<file path="config.mk">
export PLATFORM = sky130hd
export DESIGN_NAME = countdown_arbiter
export DESIGN_NICKNAME = d
export VERILOG_FILES = /design/src/rtl/countdown_arbiter.sv
export SDC_FILE = /design/constraint.sdc
export NUM_CORES = 1
export LEC_CHECK = 0
export CAP_MARGIN = 20
export CORE_ASPECT_RATIO = 1.25
export CORE_MARGIN = 3
export CORE_UTILIZATION = 40
export CTS_CLUSTER_DIAMETER = 40
export CTS_CLUSTER_SIZE = 14
export DETAILED_ROUTE_END_ITERATION = 8
export GPL_ROUTABILITY_DRIVEN = 0
export PLACE_DENSITY = 0.71
export SETUP_SLACK_MARGIN = 0.2
export SYNTH_ARGS = -nofsm -noshare
export SYNTH_HDL_FRONTEND = slang
export SYNTH_SLANG_ARGS = --single-unit
</file>
<file path="constraint.sdc">
create_clock -name clk -period 6.5 [get_ports clk]
set_clock_uncertainty 0.2 [all_clocks]
set_input_delay 1.3 -clock clk [delete_from_list [all_inputs] [get_ports clk]]
set_output_delay 1.3 -clock clk [all_outputs]
set_load 0.05 [all_outputs]
</file>
<file path="src/rtl/countdown_arbiter.sv">
`default_nettype none
// +----------------------------------------------------------------------------+
// | countdown_arbiter: round-robin arbiter sharing one loadable down-counter   |
// | Revision: 1.0 - initial release                                            |
// +----------------------------------------------------------------------------+
module countdown_arbiter #(
    parameter int N = 4,
    parameter int W = 8
) (
    input  logic           clk,
    input  logic           rst,
    input  logic [N-1:0]   req,
    input  logic [N*W-1:0] count_in,
    output logic [N-1:0]   grant,
    output logic           busy,
    output logic [W-1:0]   count,
    output logic [N-1:0]   done
);

    localparam int PW = (N > 1) ? $clog2(N) : 1;

    typedef enum logic [1:0] {
        S_IDLE = 2'd0,
        S_RUN  = 2'd1,
        S_DONE = 2'd2
    } state_t;

    state_t         r_state;
    logic [N-1:0]   r_grant;
    logic [N-1:0]   r_done;
    logic [W-1:0]   r_count;
    logic [PW-1:0]  r_ptr;
    logic [PW-1:0]  r_sel;

    logic [PW-1:0]  w_sel;
    logic           w_any;
    logic [W-1:0]   w_load;
    logic [N-1:0]   w_onehot;
    logic [PW-1:0]  w_ptr_next;

    // Scan offsets high-to-low so the nearest set bit at or after r_ptr wins.
    always_comb begin
        int idx;
        w_sel = '0;
        w_any = 1'b0;
        idx   = 0;
        for (int k = N - 1; k >= 0; k--) begin
            idx = int'(r_ptr) + k;
            if (idx >= N) begin
                idx = idx - N;
            end
            if (req[idx]) begin
                w_sel = PW'(idx);
                w_any = 1'b1;
            end
        end
    end

    always_comb begin
        w_load   = count_in[int'(w_sel)*W +: W];
        w_onehot = {{(N-1){1'b0}}, 1'b1} << w_sel;
        w_ptr_next = (r_sel == PW'(N - 1)) ? '0 : r_sel + PW'(1);
    end

    always_ff @(posedge clk or negedge rst) begin
        if (!rst) begin
            r_state <= S_IDLE;
            r_grant <= '0;
            r_done  <= '0;
            r_count <= '0;
            r_ptr   <= '0;
            r_sel   <= '0;
        end else begin
            case (r_state)
                S_IDLE: begin
                    r_done <= '0;
                    if (w_any) begin
                        r_grant <= w_onehot;
                        r_sel   <= w_sel;
                        r_count <= w_load;
                        r_state <= S_RUN;
                    end
                end
                S_RUN: begin
                    if (!req[r_sel]) begin
                        // Abandoned: release without a done pulse, count keeps its value.
                        r_grant <= '0;
                        r_ptr   <= w_ptr_next;
                        r_state <= S_IDLE;
                    end else if (r_count == '0) begin
                        r_done  <= r_grant;
                        r_state <= S_DONE;
                    end else begin
                        r_count <= r_count - W'(1);
                    end
                end
                S_DONE: begin
                    r_done  <= '0;
                    r_grant <= '0;
                    r_ptr   <= w_ptr_next;
                    r_state <= S_IDLE;
                end
                default: begin
                    r_done  <= '0;
                    r_grant <= '0;
                    r_state <= S_IDLE;
                end
            endcase
        end
    end

    assign grant = r_grant;
    assign busy  = |r_grant;
    assign count = r_count;
    assign done  = r_done;

endmodule
`default_nettype wire

</file>
==> reports/metrics.json <==
{
  "run_status": "finished clean",
  "sequential_cell_area_fraction_in_the_yosys_report_pct": 34.4,
  "placed_area_um2": 2180,
  "netlist.area_leader.share_pct": 34.4,
  "report.final.setup_viol": 0,
  "global_route_wire_length_before_repair_mm": 6.66,
  "antenna_violating_nets_post_route": 0,
  "finalHoldViolCount": 0,
  "yosys_warnings": 0,
  "hold_buffers": 0,
  "clock_sink_count": 22,
  "first_global_vias": 1483,
  "num_antenna_cells": 0,
  "tritoncts": "built",
  "post_cts.resized_instances": 0,
  "total_leakage_power_nw": 0.894,
  "hold_path_startpoint": "done[1]",
  "height_of_the_die_um": 76.7,
  "stdcell_count": 281,
  "initial_core_util_pct": 42.0,
  "cp_slowest_stage_delay_ps": 630,
  "rows": 25,
  "final_core_utilization_pct": 59.5,
  "tns_ps": 0,
  "cpLargestDelayFamily": "simple AND/OR/NAND/NOR gates",
  "clockBufferDepth": 2,
  "grt_antenna_before_repair": 0,
  "final-max-slew-violation-count": 0,
  "worst-r2r-setup-slack_ps": 4080,
  "num-nets-final": 271,
  "placeableCoreArea_um2": 3820,
  "num_io_pins": 55,
  "vias_per_cell": 5.54,
  "worst-endpoint-required_ps": 6430,
  "post-place-cells": 275,
  "fp.dieW_um": 62.6,
  "timing.critical_path.buf_inv": 1,
  "synth-main-ff-cell": "sky130_fd_sc_hd__dfrtp_1",
  "htree_levels": 1,
  "post-dp-hpwl_mm": 3.18,
  "fin_hold_ws_ps": 330,
  "startpoint": "req[3]",
  "rsz0062_at_grt": "no",
  "grt_use_total_pct": 17.4,
  "numCtsBuffers": 3,
  "max_clock_freq_mhz": 281,
  "num_vias": 1557,
  "clock_insertion_delay_worst_skew_ps": 270,
  "finalCriticalPeriod_ps": 3550,
  "synthCells": 174,
  "max-cap-violations": 0,
  "worst-setup-path-type": "input pin to register",
  "netlist.top_cell.by_area": "sky130_fd_sc_hd__dfrtp_1",
  "finish.instance_area_um2": 2270,
  "timing.hold.worst.class": "register to register",
  "drt_iter0_drc": 81,
  "post-route-period-util_pct": 54.7,
  "post_cts.repair.setup_buffers": 0,
  "max_slew_headroom_pct": 56.9,
  "syn_avg_cell_area_um2": 9.20,
  "wl_per_cell_um": 14.7,
  "drt-pass1-iter-count": 4,
  "worstPathCellList": "clkdlybuf4s50_1 -> or4_1 -> mux2i_1 -> nor2_1 -> a32oi_1 -> nand4_1",
  "critPathArrivalTime_ps": 3490,
  "power.density_nw_per_um2": 463,
  "critical_path.startpoint_type": "input pin",
  "clk_pin_slew_worst_paths_ps": 80,
  "io_buffers": 54,
  "synth_fp_nets": 217,
  "slew_at_the_pin_with_the_worst_max_slew_slack_ps": 642,
  "critPathMaxFanout": 8,
  "ff_latch_count_synth": 22,
  "r2r-start": "count[1]",
  "synth_cell_area_um2": 1600,
  "synth_area_leaders": "sky130_fd_sc_hd__dfrtp_1, sky130_fd_sc_hd__mux2_2, sky130_fd_sc_hd__mux2i_1, sky130_fd_sc_hd__nand2_1, sky130_fd_sc_hd__ha_1",
  "vdd.ir_drop.worst_mv": 0.182,
  "postRouteWirelength_mm": 4.14,
  "die_area_um2": 4800,
  "synth-edff-count": 0,
  "residual_overflow_from_global_routing": 0,
  "route.detailed.drc": 0,
  "asyncSetResetFlopFracSynth_pct": 100,
  "end_kind": "register",
  "drive_gt1_share_pct": 12.3,
  "clockRootBuffer": "sky130_fd_sc_hd__clkbuf_8",
  "critPathSlowestCell": "sky130_fd_sc_hd__or4_1",
  "synth_cell_types": 49,
  "grt_start_max_net_pins": 23,
  "layout-area-overhead-vs-synth_pct": 41.7
}
## layer usage
layer / vias to the layer above / track usage, % / share of wire [%]
met5: - / 0 / 0
met4: 0 / 8.39 / 2.2
met3: 7 / 1.76 / 3.6
met2: 46 / 31.9 / 52
met1: 741 / 19.8 / 42
li1: 763 / - / -
## synth_stat cells, drive strengths merged (2+ instances only)
cell and instances:
buf 5, nor4 4, a22o 3, o311ai 2
mux2 10, o31ai 4, clkbuf 4, a21oi 10
or4 2, a32oi 3, nand4 2, or3 4
mux2i 9, nor2 6, a21boi 5, a22oi 3
nor3 5, nand3 9, o21ai 8, inv 6
xor2 2, nand2 22, nand2b 2, dfrtp 22
nor3b 3, ha 5
## state kept, by name, indices dropped and copies added, names as in the netlist
register,cells
count,8
done,4
grant,4
r_ptr,2
r_sel,2
r_state,2
## layout make-up
class / instances / area, um2
sequential: 22 / 551
timing repair buffer: 58 / 586
inverter: 6 / 22.5
multi-input combinational: 137 / 988
fill: 380 / 1550
clock buffer: 4 / 55.1
tap: 54 / 67.6
## stage by stage
stage               total power, W  setup slack [ps]
finish                     0.00105              2950
global route               0.00113              2850
CTS                        0.00105              2590
detailed placement        0.000947              2280
global placement          0.000943              2340
floorplan                 0.000747              3350
## worst paths after layout
check                      cells after the start        to
max                                            6  count[3]
min                                            2   done[1]
max reg2reg                                    7   done[0]
min reg2reg                                    2   done[1]
max in group asynchronous                      2  count[3]
min in group asynchronous                      1  grant[1]
## worst min-delay path, stage by stage, from the launching register on
cell and delay (ps):
sky130_fd_sc_hd__dfrtp_1 380, sky130_fd_sc_hd__nand2_1 50, sky130_fd_sc_hd__a21boi_0 60
## cells by family (layout without fill, tap and decap cells)
| logic type | count (synthesis) | count (layout) | share of synthesized area, % |
|---|---|---|---|
| AO/OA/AOI/OAI | 45 | 45 | 19.5 |
| flip-flops | 22 | 22 | 34.4 |
| XOR/XNOR | 2 | 2 | 1.09 |
| buffers and inverters | 15 | 68 | 4.30 |
| AND/OR/NAND/NOR | 65 | 65 | 22.7 |
| adder cells (fa/ha/maj) | 5 | 5 | 3.91 |
| multiplexers | 20 | 20 | 14.1 |
## power by group
part | switching (W) | internal [W]
Clock | 0.0000475 | 0.0000542
Sequential | 0.0000687 | 0.000192
Combinational | 0.000409 | 0.000280
## placed cells by master, fill, tap and decap left out, types with 2 or more instances in the layout
| cell type | count |
|---|---|
| sky130_fd_sc_hd__nand3_1 | 9 |
| sky130_fd_sc_hd__nand4_1 | 2 |
| sky130_fd_sc_hd__o21ai_1 | 4 |
| sky130_fd_sc_hd__or4_1 | 2 |
| sky130_fd_sc_hd__nand2b_1 | 2 |
| sky130_fd_sc_hd__o21ai_0 | 4 |
| sky130_fd_sc_hd__a21oi_1 | 9 |
| sky130_fd_sc_hd__clkbuf_8 | 4 |
| sky130_fd_sc_hd__nor2_1 | 4 |
| sky130_fd_sc_hd__or3_1 | 4 |
| sky130_fd_sc_hd__mux2i_1 | 9 |
| sky130_fd_sc_hd__mux2_2 | 9 |
| sky130_fd_sc_hd__nor3_1 | 5 |
| sky130_fd_sc_hd__a32oi_1 | 3 |
| sky130_fd_sc_hd__nor4_1 | 2 |
| sky130_fd_sc_hd__inv_1 | 6 |
| sky130_fd_sc_hd__a22oi_1 | 3 |
| sky130_fd_sc_hd__clkdlybuf4s50_1 | 54 |
| sky130_fd_sc_hd__ha_1 | 5 |
| sky130_fd_sc_hd__a22o_1 | 3 |
| sky130_fd_sc_hd__dfrtp_1 | 22 |
| sky130_fd_sc_hd__xor2_1 | 2 |
| sky130_fd_sc_hd__buf_8 | 2 |
| sky130_fd_sc_hd__o31ai_1 | 4 |
| sky130_fd_sc_hd__nor3b_1 | 2 |
| sky130_fd_sc_hd__a21boi_0 | 5 |
| sky130_fd_sc_hd__nand2_1 | 22 |
| sky130_fd_sc_hd__nor2_2 | 2 |
| sky130_fd_sc_hd__buf_4 | 2 |
No activity file was read; power rests on OpenSTA's default activity.
